--- config.mk ---
export PLATFORM = sky130hd
export DESIGN_NAME = load_scoreboard
export DESIGN_NICKNAME = d
export VERILOG_FILES = /design/src/rtl/load_scoreboard.sv
export SDC_FILE = /design/constraint.sdc
export NUM_CORES = 1
export LEC_CHECK = 0
export ABC_AREA = 1
export BUFFER_PORTS_ARGS = -buffer_cell sky130_fd_sc_hd__buf_2
export CORE_UTILIZATION = 26
export DETAILED_ROUTE_END_ITERATION = 12
export PLACE_DENSITY = 0.4
export SETUP_SLACK_MARGIN = 0.4
export SLEW_MARGIN = 20
export SYNTH_ARGS = -nofsm -noshare
export SYNTH_HDL_FRONTEND = slang
export SYNTH_SLANG_ARGS = --single-unit
--- constraint.sdc ---
create_clock -name clk -period 3.25 [get_ports clk]
set_clock_uncertainty 0.2 [all_clocks]
set_input_delay 0.65 -clock clk [delete_from_list [all_inputs] [get_ports clk]]
set_output_delay 0.65 -clock clk [all_outputs]
set_load 0.01 [all_outputs]
--- src/rtl/load_scoreboard.sv ---
`default_nettype none
// ============================================================================
//  Module   : load_scoreboard
//  Purpose  : Per-register in-flight load tracker for an in-order pipeline.
//             Counts accepted loads per destination register, stalls decode
//             on load-use hazards or a saturated counter, and clears on flush.
//  Options  : LOAD_SCOREBOARD_STALL_CNT_EN adds a 32-bit stall-cycle counter
//             exposed on the stall_cycles port.
//  Revision : 1.0  initial release
// ============================================================================
module load_scoreboard #(
  parameter int NREG  = 32,
  parameter int CNT_W = 2
) (
  input  logic             clk,
  input  logic             reset_n,
  input  logic             issue_valid,
  input  logic [4:0]       issue_rs1,
  input  logic [4:0]       issue_rs2,
  input  logic [1:0]       issue_rs_used,
  input  logic             issue_is_load,
  input  logic [4:0]       issue_rd,
  input  logic             wb_valid,
  input  logic [4:0]       wb_rd,
  input  logic             flush,
  output logic             stall,
  output logic [NREG-1:0]  pending
`ifdef LOAD_SCOREBOARD_STALL_CNT_EN
  ,
  output logic [31:0]      stall_cycles
`endif
);

  // One-hot decodes of the register indices; bit 0 (x0) is always zero so
  // x0 can neither cause a hazard nor ever move its counter.
  logic [NREG-1:0] w_rs1_dec;
  logic [NREG-1:0] w_rs2_dec;
  logic [NREG-1:0] w_rd_dec;
  logic [NREG-1:0] w_wb_dec;

  // Per-register counter status.
  logic [NREG-1:0] w_nz;
  logic [NREG-1:0] w_sat;

  // Per-register increment / writeback requests for this edge.
  logic [NREG-1:0] w_inc_vec;
  logic [NREG-1:0] w_dec_vec;

  logic w_rs1_hazard;
  logic w_rs2_hazard;
  logic w_rd_full;
  logic w_stall;
  logic w_accept;

  genvar gi;
  generate
    for (gi = 0; gi < NREG; gi++) begin : g_reg
      logic [CNT_W-1:0] r_cnt;

      assign w_rs1_dec[gi] = (gi != 0) && (issue_rs1 == 5'(gi));
      assign w_rs2_dec[gi] = (gi != 0) && (issue_rs2 == 5'(gi));
      assign w_rd_dec[gi]  = (gi != 0) && (issue_rd  == 5'(gi));
      assign w_wb_dec[gi]  = (gi != 0) && (wb_rd     == 5'(gi));

      // Counter of outstanding loads to this register. A simultaneous
      // accepted load and writeback cancel out; a writeback at zero is
      // dropped so the counter never wraps downward.
      always_ff @(posedge clk or negedge reset_n) begin
        if (!reset_n) begin
          r_cnt <= '0;
        end else if (flush) begin
          r_cnt <= '0;
        end else if (w_inc_vec[gi] && !w_dec_vec[gi]) begin
          r_cnt <= r_cnt + CNT_W'(1);
        end else if (w_dec_vec[gi] && !w_inc_vec[gi] && (r_cnt != '0)) begin
          r_cnt <= r_cnt - CNT_W'(1);
        end
      end

      assign w_nz[gi]  = |r_cnt;
      assign w_sat[gi] = &r_cnt;
    end
  endgenerate

  // Hazard detection only looks at registered counter state, so a writeback
  // arriving this cycle does not clear the stall; forwarding handles it.
  assign w_rs1_hazard = issue_rs_used[0] && |(w_rs1_dec & w_nz);
  assign w_rs2_hazard = issue_rs_used[1] && |(w_rs2_dec & w_nz);
  assign w_rd_full    = issue_is_load    && |(w_rd_dec  & w_sat);
  assign w_stall      = issue_valid && (w_rs1_hazard || w_rs2_hazard || w_rd_full);

  assign w_accept  = issue_valid && !w_stall && !flush;
  assign w_inc_vec = {NREG{w_accept && issue_is_load}} & w_rd_dec;
  assign w_dec_vec = {NREG{wb_valid}} & w_wb_dec;

  assign stall   = w_stall;
  assign pending = w_nz;

`ifdef LOAD_SCOREBOARD_STALL_CNT_EN
  logic [31:0] r_stall_cycles;

  // Free-running count of stalled cycles; only reset clears it, flush does not.
  always_ff @(posedge clk or negedge reset_n) begin
    if (!reset_n) begin
      r_stall_cycles <= '0;
    end else if (w_stall) begin
      r_stall_cycles <= r_stall_cycles + 32'd1;
    end
  end

  assign stall_cycles = r_stall_cycles;
`endif

endmodule
`default_nettype wire
======== After elaboration in Yosys (flattened, before gate mapping) ========
Cells that the tools add are included.
cells by class
  equality and inequality tests ........... 124
  add/subtract/negate cells ............... 64
  reduce and logical (&&, ||, !) cells .... 302
  bitwise operators ....................... 5
  multiplexer cells ....................... 96
operators by type and width
  kind                 number
  $eq 5x5->1 const B   64
  $mux 2               96
  $and 32x32->32       5
  $eq 5x4->1 const B   32
  $logic_and 1x1->1    103
  $reduce_bool 3->1    32
  $reduce_or 32->1     3
  $eq 5x3->1 const B   16
  $logic_not 1->1      66
  $add 2x1->2 const B  32
  $reduce_and 2->1     32
  $reduce_bool 2->1    32
  $reduce_or 2->1      32
  $sub 2x1->2 const B  32
  $eq 5x2->1 const B   8
  $eq 5x1->1 const B   4
  $logic_or 1x1->1     2
word-level totals
  register bits after elaboration ......... 64
  output and inout port bits .............. 33

======== Depth between registers and ports, before layout ========
  depth after elaboration ................. 18
  gate-level depth with buffers ........... 19
  depth with buffers taken out ............ 18

======== Least setup slack after synthesis ========
No wires, ideal clock.
  kind .................................... input-to-output
  from .................................... in issue_rd[4]
  to ...................................... out stall
  buffers on the path ..................... 1
  arrival time ............................ 1.742 ns
  slack ................................... 0.658 ns
  cell stages on the path ................. 14
  cells stage by stage .................... buf_4 > inv_2 > nand2_1 > nor2_1 > nand2_1 > nand2_1 > nor2_1 > nand2_1 > nor2_1 > nand2_1 > nand2_1 > nand3_4 > nand2_1 > inv_1
between the ends
  word-level cells in the longest chain between the ends .. 6
  elaborated cells on any way between the ends .. 36
RTL lines
  what                                RTL line  RTL
  start, declared                     22        input logic [4:0] issue_rd,
  $eq 5x1->1 (tied with other cells)  62        assign w_rd_dec[gi] = (gi != 0) && (issue_rd == 5'(gi));
  $and 32x32->32 (*)                  89        assign w_rd_full = issue_is_load && |(w_rd_dec & w_sat);
  $reduce_or 32->1 (*)                89
  $logic_and 1x1->1 (*)               89
  $logic_or 1x1->1 (*)                90        assign w_stall = issue_valid && (w_rs1_hazard || w_rs2_hazard || w_rd_full);
  $logic_and 1x1->1 (*)               90
  end, declared                       26        output logic stall,
Every way passes the cells marked *; elsewhere a longest branch is shown, timed or not.

======== Final worst setup path ========
  from .................................... in issue_rd[1]
  to ...................................... out stall
The elaborated chain is that of the path after synthesis.

==> summary.md <==
| Metric | Value |
|---|---|
| Reg2reg setup slack | `approximately 0.54 ns` |
| Max_slew headroom | `a little over half` |
| I/O Buffers | `60` |
| Lkg Pwr | `between 4 and 5 nW` |
| Final setup viols | `0` |
| Hold Buf Count CTS | `0` |
| Worst Hold Class | `in -> async` |
| Starting density of the core | `26.6%` |
| # DRC | `0` |
| WL final | `approximately 25000 µm` |
| CTS tree | `yes` |
| Clock sinks | `between 60 and 70` |
| Dpl ws | `approximately 0.15 ns` |
| Placed instance count | `1486` |
| CP Cell Sequence | `buf_6, nand2_4, buf_6, nor2_1, nand3_1, nand2_1, nor2_1, nand2_1, nor2_1, nand2_1, nand2_2, nand3_4, nand2_2, inv_2, buf_6` |
| Vias in the first global route | `roughly 7000` |
| Syn Nets | `~1200` |
| Layout area overhead | `28.1%` |
| Clk slew on worst S/H paths | `roughly 0.070 ns` |
| Global-route total usage across every layer | `around 21%` |
| Die height | `157 µm` |
| Hpwl dp | `~18000 µm` |
| Number of flip-flops in the largest register | `between 60 and 70` |
| Worst Tran Pin Value | `0.719 ns` |
| Crit path time final | `between 2 and 3 ns` |
| Post-Syn Area | `between 6000 and 7000 µm²` |
| Crit path required time | `between 2 and 2.5 ns` |
| Vias per inst | `between 4 and 5` |
| Final hold vios | `0` |
| Drt first pass iters | `4` |
| Total negative slack | `0 ns` |
| Die area | `~25000 µm²` |
| Avg WL per Cell | `around 16 µm` |
| Worst-path fanout max | `5` |
| Slowest stage delay, CP | `about 0.12 ns` |
| Power, Total | `between 3 and 4 mW` |
| R2R depth | `16` |
| Gp weighted congestion | `about 0.87` |
| Yosys top cell by area | `dfrtp_1` |
| Max cap viols | `0` |
| RSZ-0062 raised after global routing | `true` |
| PwrDens | `~430 nW/µm²` |
| # nets final | `~1200` |
| Largest regs | `g.r_cnt (64)` |
| # diodes | `0` |
| Core Util, Final | `roughly 34%` |
| FILL cells | `roughly 2700` |
| Synth Register Bits | `64` |
| CORE AREA | `between 20000 and 25000 µm²` |
| Overflow after GRT | `0` |
| CTS max path bufs | `2` |
| CP max-delay cell | `buf_6` |
| Setup Crit Path Kind | `in -> out` |
| Reg2reg start | `g_reg[13].r_cnt[1]$_DFFE_PN0P_` |
| Count of yosys warnings during synthesis | `0` |
| Final Non-Filler Cells | `between 1500 and 2000` |
| Mapped Cells | `roughly 1100` |
| Mean Syn Cell Area | `approximately 5.6 µm²` |
| IO Pins | `approximately 60` |
| CTS Buf Count | `9` |
| Vias | `between 7000 and 8000` |
| Synth top area share | `around 26%` |
| Seq/Total Area, Yosys | `25.6%` |
| Critical Path AT | `1.96 ns` |
| Worst hold slack | `approximately 0.15 ns` |
| CTS root buffer | `clkbuf_16` |
| First-pass GRT wire length | `37800 µm` |
| Final WS setup | `0.439 ns` |
| H-tree Lvls | `3` |
| Fraction of layout instances using a drive strength above 1 | `around a fifth` |
| Row count | `56` |
| Initial antenna violation count | `0` |
| Largest net degree at the start of global routing | `between 100 and 150` |
| Initial DRC count | `roughly 440` |
| R2R Path End | `g_reg[30].r_cnt[0]$_DFFE_PN0P_` |
| Worst setup SP type | `primary input` |
| Max Clk Rate | `356 MHz` |
| Final Max Tran Viols | `0` |
| Skew-Pair Late Insertion Delay | `~0.35 ns` |
| Routed Antenna Nets | `0` |
| Most area-consuming cells after synthesis | `dfrtp_1 (26%), nand2_1 (22%), nor2_1 (13%)` |
| Crit share post-route | `about 86%` |
| Count of cell types in the netlist | `25` |
| Crit. End Element | `output port` |
| Die X | `roughly 160 µm` |
| Outcome | `completed` |
| Final Instance Area | `8020 µm²` |
| Max IR drop VDD | `around 0.00023 V` |
| Placed instance area | `about 7000 µm²` |
| Largest Register | `g.r_cnt` |
## cells in the mapped netlist
library cell	n
clkbuf_1	20
nand3_4	1
buf_1	3
nand2_2	3
inv_2	3
or2_1	6
nand2_1	371
nand4_1	83
or2_0	1
o21ai_0	5
or2_2	23
o21ai_1	3
nand3_2	14
a21oi_1	2
nor3_1	12
buf_6	4
dfrtp_1	64
inv_1	131
ha_1	1
nand3_1	136
buf_4	5
buf_2	10
nor2_8	1
nor2_2	3
nor2_1	217
## logic make-up after synthesis
logic type	synth area share, %
adder cells (fa/ha/maj)	0.200
buffers and inverters	11.5
AO/OA/AOI/OAI	0.800
AND/OR/NAND/NOR	61.9
flip-flops	25.6
## repair_timing
action / 4_1_cts / 5_1_grt
pin swaps: 15 / 45
setup buffers: 12 / 20
gates resized for setup: 63 / 45
setup endpoints to repair: 1 / 29
cloned: 1 / 2
## cell type report
class	count	area (µm²)	area share (%)
flip-flops and latches	64	1600	20.0
inverters	134	509	6.35
multi-input cells	882	4190	52.3
clock inverters	5	104	1.30
well taps	319	399	4.98
clock buffers	11	243	3.03
repair buffers	122	966	12.1
## power breakdown
part / internal, mW / leakage [nW] / switching, mW / total, mW
registers: 0.908 / 0.829 / 0.0925 / 1.00
clock network: 0.771 / 0.170 / 0.406 / 1.18
logic: 0.498 / 3.35 / 0.800 / 1.30
## layout by cell type, fill, tap and decap left out
cell type / count
nand2_4: 8
nand3_4: 1
clkbuf_8: 1
nand2_1: 352
clkbuf_1: 1
clkinv_4: 1
clkbuf_16: 11
nor3_1: 12
clkinv_2: 2
nand4_1: 83
nand3_1: 131
nor2_4: 5
a21oi_1: 2
o21ai_1: 3
inv_2: 6
inv_6: 1
bufbuf_16: 1
inv_1: 126
o21ai_0: 5
buf_8: 1
nor2_1: 198
nor2_2: 17
buf_12: 7
buf_4: 49
nand3_2: 19
buf_2: 54
bufinv_16: 3
dfrtp_1: 64
ha_1: 1
nand2_2: 14
buf_6: 8
nor2_8: 1
or2_4: 30
## worst max path at each step
stage                                   startpoint  cells past startpoint                             end
floorplan                              issue_rd[4]                     14                           stall
finish                                 issue_rd[1]                     15                           stall
detailed placement                     issue_rd[0]                     19  g_reg[27].r_cnt[1]$_DFFE_PN0P_
global placement                       issue_rd[0]                     20   g_reg[7].r_cnt[0]$_DFFE_PN0P_
CTS                                    issue_rd[1]                     16                           stall
global route        g_reg[23].r_cnt[0]$_DFFE_PN0P_                     12                           stall
## routing by layer
metal / track usage [%] / vias up / wire length (µm)
met2: 34.5 / 158 / 11500
met5: 0 / - / 0
met1: 26.5 / 3396 / 11700
li1: - / 3750 / -
met4: 6.33 / 0 / 550
met3: 3.91 / 30 / 1150
## critical path: cells and delay by family
kind,cells,cell delay [ns]
buf+inv,4,0.38
simple gates,11,0.91
(Power assumes the default switching activity.)
